===== src/rtl/alu_op_issuer.sv =====
// Request-side driver for a registered 4-op ALU: one op in flight, operand isolation when idle.
// Optional feature macro: ALU_DIVZERO_CHK_EN (short-circuits divide-by-zero with an error response).
module alu_op_issuer #(
  parameter int DW      = 4,
  parameter int ALU_LAT = 2
) (
  input  logic              clk,
  input  logic              rst,
  input  logic              req_valid,
  output logic              req_ready,
  input  logic [1:0]        req_op,
  input  logic [DW-1:0]     req_a,
  input  logic [DW-1:0]     req_b,
  output logic [DW-1:0]     alu_a,
  output logic [DW-1:0]     alu_b,
  output logic [3:0]        alu_sel,
  input  logic [2*DW-1:0]   alu_out,
  output logic              rsp_valid,
  input  logic              rsp_ready,
  output logic [2*DW-1:0]   rsp_data,
  output logic [1:0]        rsp_op,
  output logic              rsp_err
);

  localparam int RW = 2 * DW;
  localparam int CW = $clog2(ALU_LAT + 1);

  typedef enum logic [1:0] {
    IDLE  = 2'd0,
    ISSUE = 2'd1,
    WAIT  = 2'd2,
    RESP  = 2'd3
  } state_t;

  state_t          state_q, state_d;
  logic [CW-1:0]   cnt_q, cnt_d;
  logic [DW-1:0]   alu_a_q, alu_a_d;
  logic [DW-1:0]   alu_b_q, alu_b_d;
  logic [3:0]      alu_sel_q, alu_sel_d;
  logic            rsp_valid_q, rsp_valid_d;
  logic [RW-1:0]   rsp_data_q, rsp_data_d;
  logic [1:0]      rsp_op_q, rsp_op_d;
`ifdef ALU_DIVZERO_CHK_EN
  logic            rsp_err_q, rsp_err_d;
`endif

  function automatic logic [3:0] op_to_sel(input logic [1:0] op);
    case (op)
      2'd0:    op_to_sel = 4'b1000;
      2'd1:    op_to_sel = 4'b0100;
      2'd2:    op_to_sel = 4'b0010;
      2'd3:    op_to_sel = 4'b0001;
      default: op_to_sel = 4'b0000;
    endcase
  endfunction

  // Next-state and next-output computation for the issue FSM
  always_comb begin
    state_d     = state_q;
    cnt_d       = cnt_q;
    alu_a_d     = alu_a_q;
    alu_b_d     = alu_b_q;
    alu_sel_d   = alu_sel_q;
    rsp_valid_d = rsp_valid_q;
    rsp_data_d  = rsp_data_q;
    rsp_op_d    = rsp_op_q;
`ifdef ALU_DIVZERO_CHK_EN
    rsp_err_d   = rsp_err_q;
`endif
    case (state_q)
      IDLE: begin
        if (req_valid) begin
          rsp_op_d = req_op;
`ifdef ALU_DIVZERO_CHK_EN
          // Divide-by-zero never reaches the ALU; operands stay isolated
          if ((req_op == 2'd2) && (req_b == {DW{1'b0}})) begin
            state_d     = RESP;
            rsp_valid_d = 1'b1;
            rsp_data_d  = {RW{1'b1}};
            rsp_err_d   = 1'b1;
          end else begin
            state_d   = ISSUE;
            cnt_d     = {CW{1'b0}};
            alu_a_d   = req_a;
            alu_b_d   = req_b;
            alu_sel_d = op_to_sel(req_op);
            rsp_err_d = 1'b0;
          end
`else
          state_d   = ISSUE;
          cnt_d     = {CW{1'b0}};
          alu_a_d   = req_a;
          alu_b_d   = req_b;
          alu_sel_d = op_to_sel(req_op);
`endif
        end else begin
          state_d = IDLE;
        end
      end
      ISSUE: begin
        cnt_d   = cnt_q + CW'(1);
        state_d = WAIT;
      end
      WAIT: begin
        // Once the counter reaches ALU_LAT the ALU output register holds our result
        if (cnt_q == CW'(ALU_LAT)) begin
          rsp_data_d  = alu_out;
          rsp_valid_d = 1'b1;
          alu_a_d     = {DW{1'b0}};
          alu_b_d     = {DW{1'b0}};
          alu_sel_d   = 4'b0000;
          state_d     = RESP;
        end else begin
          cnt_d = cnt_q + CW'(1);
        end
      end
      RESP: begin
        if (rsp_ready) begin
          rsp_valid_d = 1'b0;
          state_d     = IDLE;
        end else begin
          state_d = RESP;
        end
      end
      default: begin
        state_d     = IDLE;
        alu_a_d     = {DW{1'b0}};
        alu_b_d     = {DW{1'b0}};
        alu_sel_d   = 4'b0000;
        rsp_valid_d = 1'b0;
      end
    endcase
  end

  // State and output registers; async reset aborts any in-flight op
  always_ff @(posedge clk or negedge rst) begin
    if (!rst) begin
      state_q     <= IDLE;
      cnt_q       <= {CW{1'b0}};
      alu_a_q     <= {DW{1'b0}};
      alu_b_q     <= {DW{1'b0}};
      alu_sel_q   <= 4'b0000;
      rsp_valid_q <= 1'b0;
      rsp_data_q  <= {RW{1'b0}};
      rsp_op_q    <= 2'd0;
`ifdef ALU_DIVZERO_CHK_EN
      rsp_err_q   <= 1'b0;
`endif
    end else begin
      state_q     <= state_d;
      cnt_q       <= cnt_d;
      alu_a_q     <= alu_a_d;
      alu_b_q     <= alu_b_d;
      alu_sel_q   <= alu_sel_d;
      rsp_valid_q <= rsp_valid_d;
      rsp_data_q  <= rsp_data_d;
      rsp_op_q    <= rsp_op_d;
`ifdef ALU_DIVZERO_CHK_EN
      rsp_err_q   <= rsp_err_d;
`endif
    end
  end

  assign req_ready = (state_q == IDLE);
  assign alu_a     = alu_a_q;
  assign alu_b     = alu_b_q;
  assign alu_sel   = alu_sel_q;
  assign rsp_valid = rsp_valid_q;
  assign rsp_data  = rsp_data_q;
  assign rsp_op    = rsp_op_q;
`ifdef ALU_DIVZERO_CHK_EN
  assign rsp_err   = rsp_err_q;
`else
  assign rsp_err   = 1'b0;
`endif

endmodule


===== config.mk =====
export PLATFORM = sky130hd
export DESIGN_NAME = alu_op_issuer
export DESIGN_NICKNAME = d
export VERILOG_FILES = /design/src/rtl/alu_op_issuer.sv
export SDC_FILE = /design/constraint.sdc
export NUM_CORES = 1
export LEC_CHECK = 0
export CORE_ASPECT_RATIO = 1.25
export CORE_MARGIN = 3
export CORE_UTILIZATION = 45
export DETAILED_ROUTE_END_ITERATION = 12
export DONT_BUFFER_PORTS = 1
export PLACE_DENSITY = 0.59
export SYNTH_ARGS = -nofsm -noshare
export SYNTH_HDL_FRONTEND = slang
export SYNTH_SLANG_ARGS = --single-unit

===== constraint.sdc =====
create_clock -name clk -period 1.95 [get_ports clk]
set_input_delay 0.585 -clock clk [delete_from_list [all_inputs] [get_ports clk]]
set_output_delay 0.585 -clock clk [all_outputs]
set_load 0.02 [all_outputs]

==> results list <==
- Antenna violations before repair: 0
* Final HPWL from detailed placement: roughly 1700 um
* Final count of pins violating max slew: 0
* Ports placed on the boundary: 47
- Cells with a size suffix above 1 make up between 30% and 40% of the layout.
- The repair_antennas step left the layout with diodes totalling 0.
- Ys Warns: 0
* Clock Latency Late Sink: about 0.32 ns
- Cell count after placement: 130
- Across every metal layer, demand over resource in global routing totals a little over an eighth.
- Arrival time of data at the critical path endpoint: 1.27 ns
* Final count of negative-setup-slack endpoints: 0
- Clock tree from TritonCTS: built
* # fillers: about 250
- The first global-routing pass estimated approximately 3500 um of wire.
- Dividing total power by cell area gives a power density of 1820 mW/mm^2.
- Max-Cap Viols: 0
* Vias per std cell: approximately 5.3
- Hold Violations, Final: 0
- Measured on the finished design, the core utilization comes to between 50% and 60%.
- Die Wd: 54.17 um
- The area growth from synthesis to layout is 6.424%.
- Finished Layout Cells: 135
- Setup Total Neg Slack: 0 ns
* Clk root buf: sky130_fd_sc_hd__clkbuf_4
- Port buffering added 0 buffers.
- Based on the critical path, the design can be clocked at up to ~540 MHz.
* Number of nets in the layout: between 100 and 150
- The total overflow left after global routing is 0.
- In this run the post-CTS setup repair buffer count came out at 0.
* DRC violation total after the first TritonRoute iteration: 7
- Run status: completed
* Final worst-path cycle share: around 95%
- CTS built an H-tree with a depth of 1.
- Of all nets on the critical path, the largest fanout is 4.
- In the final routed layout, each cell accounts on average for 16.19 um.
- Cell count after synthesis: 97
- The routed layout has roughly 700 vias.
- At the end of routability-driven placement, the weighted congestion stood at just over 0.7.
- For this block, the routed nets add up to 2186 um of wire.
* Final ANT Viol Nets: 0
- Number of placement rows: 21
- Setup repair after global routing missed its margin: no
- Worst vdd ir: approximately 920 uV
- Portion of the post-synthesis area used by sequential elements: between 50% and 60%
- Entering global routing, the biggest net connects 28 pins.
- Post-synthesis average cell area: approximately 13 um^2
- STA classifies the critical path startpoint as a register.
* Die H: 66.21 um
- The floorplan step defined a die boundary enclosing around 0.0036 mm^2.
- The design draws roughly 2500 uW.
* Number of distinct library cells after synthesis: 23
- Synthesis-stage register bit count: 27
* CP Capture Type: output port
* Worst hold-check slack: between 0.05 and 0.06 ns
- The path class of the tightest hold or removal check is primary input to async pin.
- Clock-pin slew reported for the worst setup and hold paths after clock tree synthesis: between 0.1 and 0.15 ns
- In this run the cell area of the synthesized design comes to roughly 0.0013 mm^2.
* Worst setup skew after layout: 0.004186 ns
- STA puts the critical path data required time at 1.36 ns.
- P_leak: between 0.0006 and 0.0007 uW
* Num CTS Buffers: 3
- In the routed design, unresolved DRC markers number 0.
- Net Count, Synth: about 130
- The core region is approximately 0.0027 mm^2.
- Time the final worst path needs with I/O delays and setup: 1.853 ns
- Clock sink count: 27
- The number of global-route vias before repair is about 770.
- The critical path is of the register to output port type.
* Number of detailed-route iterations in the first pass: 4
- Commonest non-fill, non-tap cell in the layout: sky130_fd_sc_hd__dfrtp_1
- In the layout the commonest cells are sky130_fd_sc_hd__dfrtp_1, sky130_fd_sc_hd__mux2_2, sky130_fd_sc_hd__mux2_4.
- In this run the deepest clock path goes through 2 buffers.
- Initial cell density of the core: about 48%
cells in the mapped netlist:
cell                        count  area (um^2)
sky130_fd_sc_hd__ha_1           6        75.07
sky130_fd_sc_hd__conb_1         1        3.750
sky130_fd_sc_hd__nor3_1         1        5.000
sky130_fd_sc_hd__a21oi_1        6        30.03
sky130_fd_sc_hd__buf_2          1        5.000
sky130_fd_sc_hd__mux2_1         1        11.26
sky130_fd_sc_hd__nor2b_1        9        56.30
sky130_fd_sc_hd__mux2_2        12        135.1
sky130_fd_sc_hd__and3b_1        1        8.760
sky130_fd_sc_hd__nor3b_1        2        15.01
sky130_fd_sc_hd__buf_4          1        7.510
sky130_fd_sc_hd__dfrtp_1       27        675.7
sky130_fd_sc_hd__o2bb2ai_1      1        8.760
sky130_fd_sc_hd__mux2i_1        1        10.01
sky130_fd_sc_hd__mux2_4        11        165.2
sky130_fd_sc_hd__nand2b_1       1        6.260
sky130_fd_sc_hd__nand2_1        5        18.77
sky130_fd_sc_hd__and2_4         1        8.760
sky130_fd_sc_hd__a221oi_2       1        15.01
sky130_fd_sc_hd__nand3b_1       1        7.510
sky130_fd_sc_hd__buf_6          1        11.26
sky130_fd_sc_hd__inv_1          5        18.77
sky130_fd_sc_hd__o22ai_1        1        6.260
critical path, stage by stage (launching register included):
cell and delay (ns):
sky130_fd_sc_hd__dfrtp_1 0.43, sky130_fd_sc_hd__inv_1 0.14, sky130_fd_sc_hd__ha_2 0.21, sky130_fd_sc_hd__buf_4 0.17
area by class of cell:
class,instances,area (um^2),area share (%)
sequential,27,675.6,48.65
multi-input combinational,62,589.3,42.43
tap,34,42.54,3.063
timing repair buffer,3,35.03,2.523
clock buffer,3,22.52,1.622
inverter,5,18.77,1.351
clock inverter,1,5.005,0.3604
cells by family after synthesis:
logic type,Yosys count,share of synthesized area (%)
buffers and inverters,8,3.260
AND/OR/NAND/NOR,21,9.684
multiplexers,25,24.64
adder cells (fa/ha/maj),6,5.752
other,1,0.2874
AO/OA/AOI/OAI,9,4.602
flip-flops,27,51.77
final timing paths:
check | start | to | depth (start not counted) | slack, ns
min | rst | alu_sel[1] | 1 | 0.05
max | state_q[0] | req_ready | 3 | 0.1
min reg2reg | cnt_q[1] | cnt_q[1] | 1 | 0.53
min in group clk | alu_out[4] | rsp_data[4] | 1 | 0.40
max reg2reg | state_q[0] | alu_b[1] | 5 | 0.19
max in group asynchronous | rst | alu_b[1] | 1 | 1.74
state kept, by name (all words and copies together), names as in the netlist:
| name | count |
|---|---|
| rsp_data | 8 |
| alu_a | 4 |
| cnt_q | 2 |
| rsp_op | 2 |
| alu_b | 4 |
| rsp_valid | 1 |
| state_q | 2 |
| alu_sel | 4 |
what timing repair did:
action / CTS / global route
gates resized for setup: 0 / 1
hold buffers: 1 / 0
endpoints found under the hold margin: 27 / 0
setup endpoints to repair: 0 / 1
power breakdown:
part | internal (uW) | switching [uW]
registers | 822 | 460
clock network | 76.8 | 160
logic | 580 | 430
total | 1480 | 1050
per-stage QoR:
stage / setup WS (ns) / instance area, um^2
finish: 0.09716 / 1389
CTS: 0.06910 / 1386
floorplan: 0.05987 / 1305
global route: 0.004096 / 1389
detailed placement: 0.2026 / 1339
global placement: 0.2567 / 1339
routing by layer:
metal  track usage [%]  part of all wire, %  vias to the layer above
met5                 0                    0                        -
met3             4.063                   10                        2
met4             4.673                 0.69                        0
met1             15.90                   38                      346
met2             21.41                   51                       25
li1                  -                    -                      342
No activity file was read; power rests on OpenSTA's default activity.
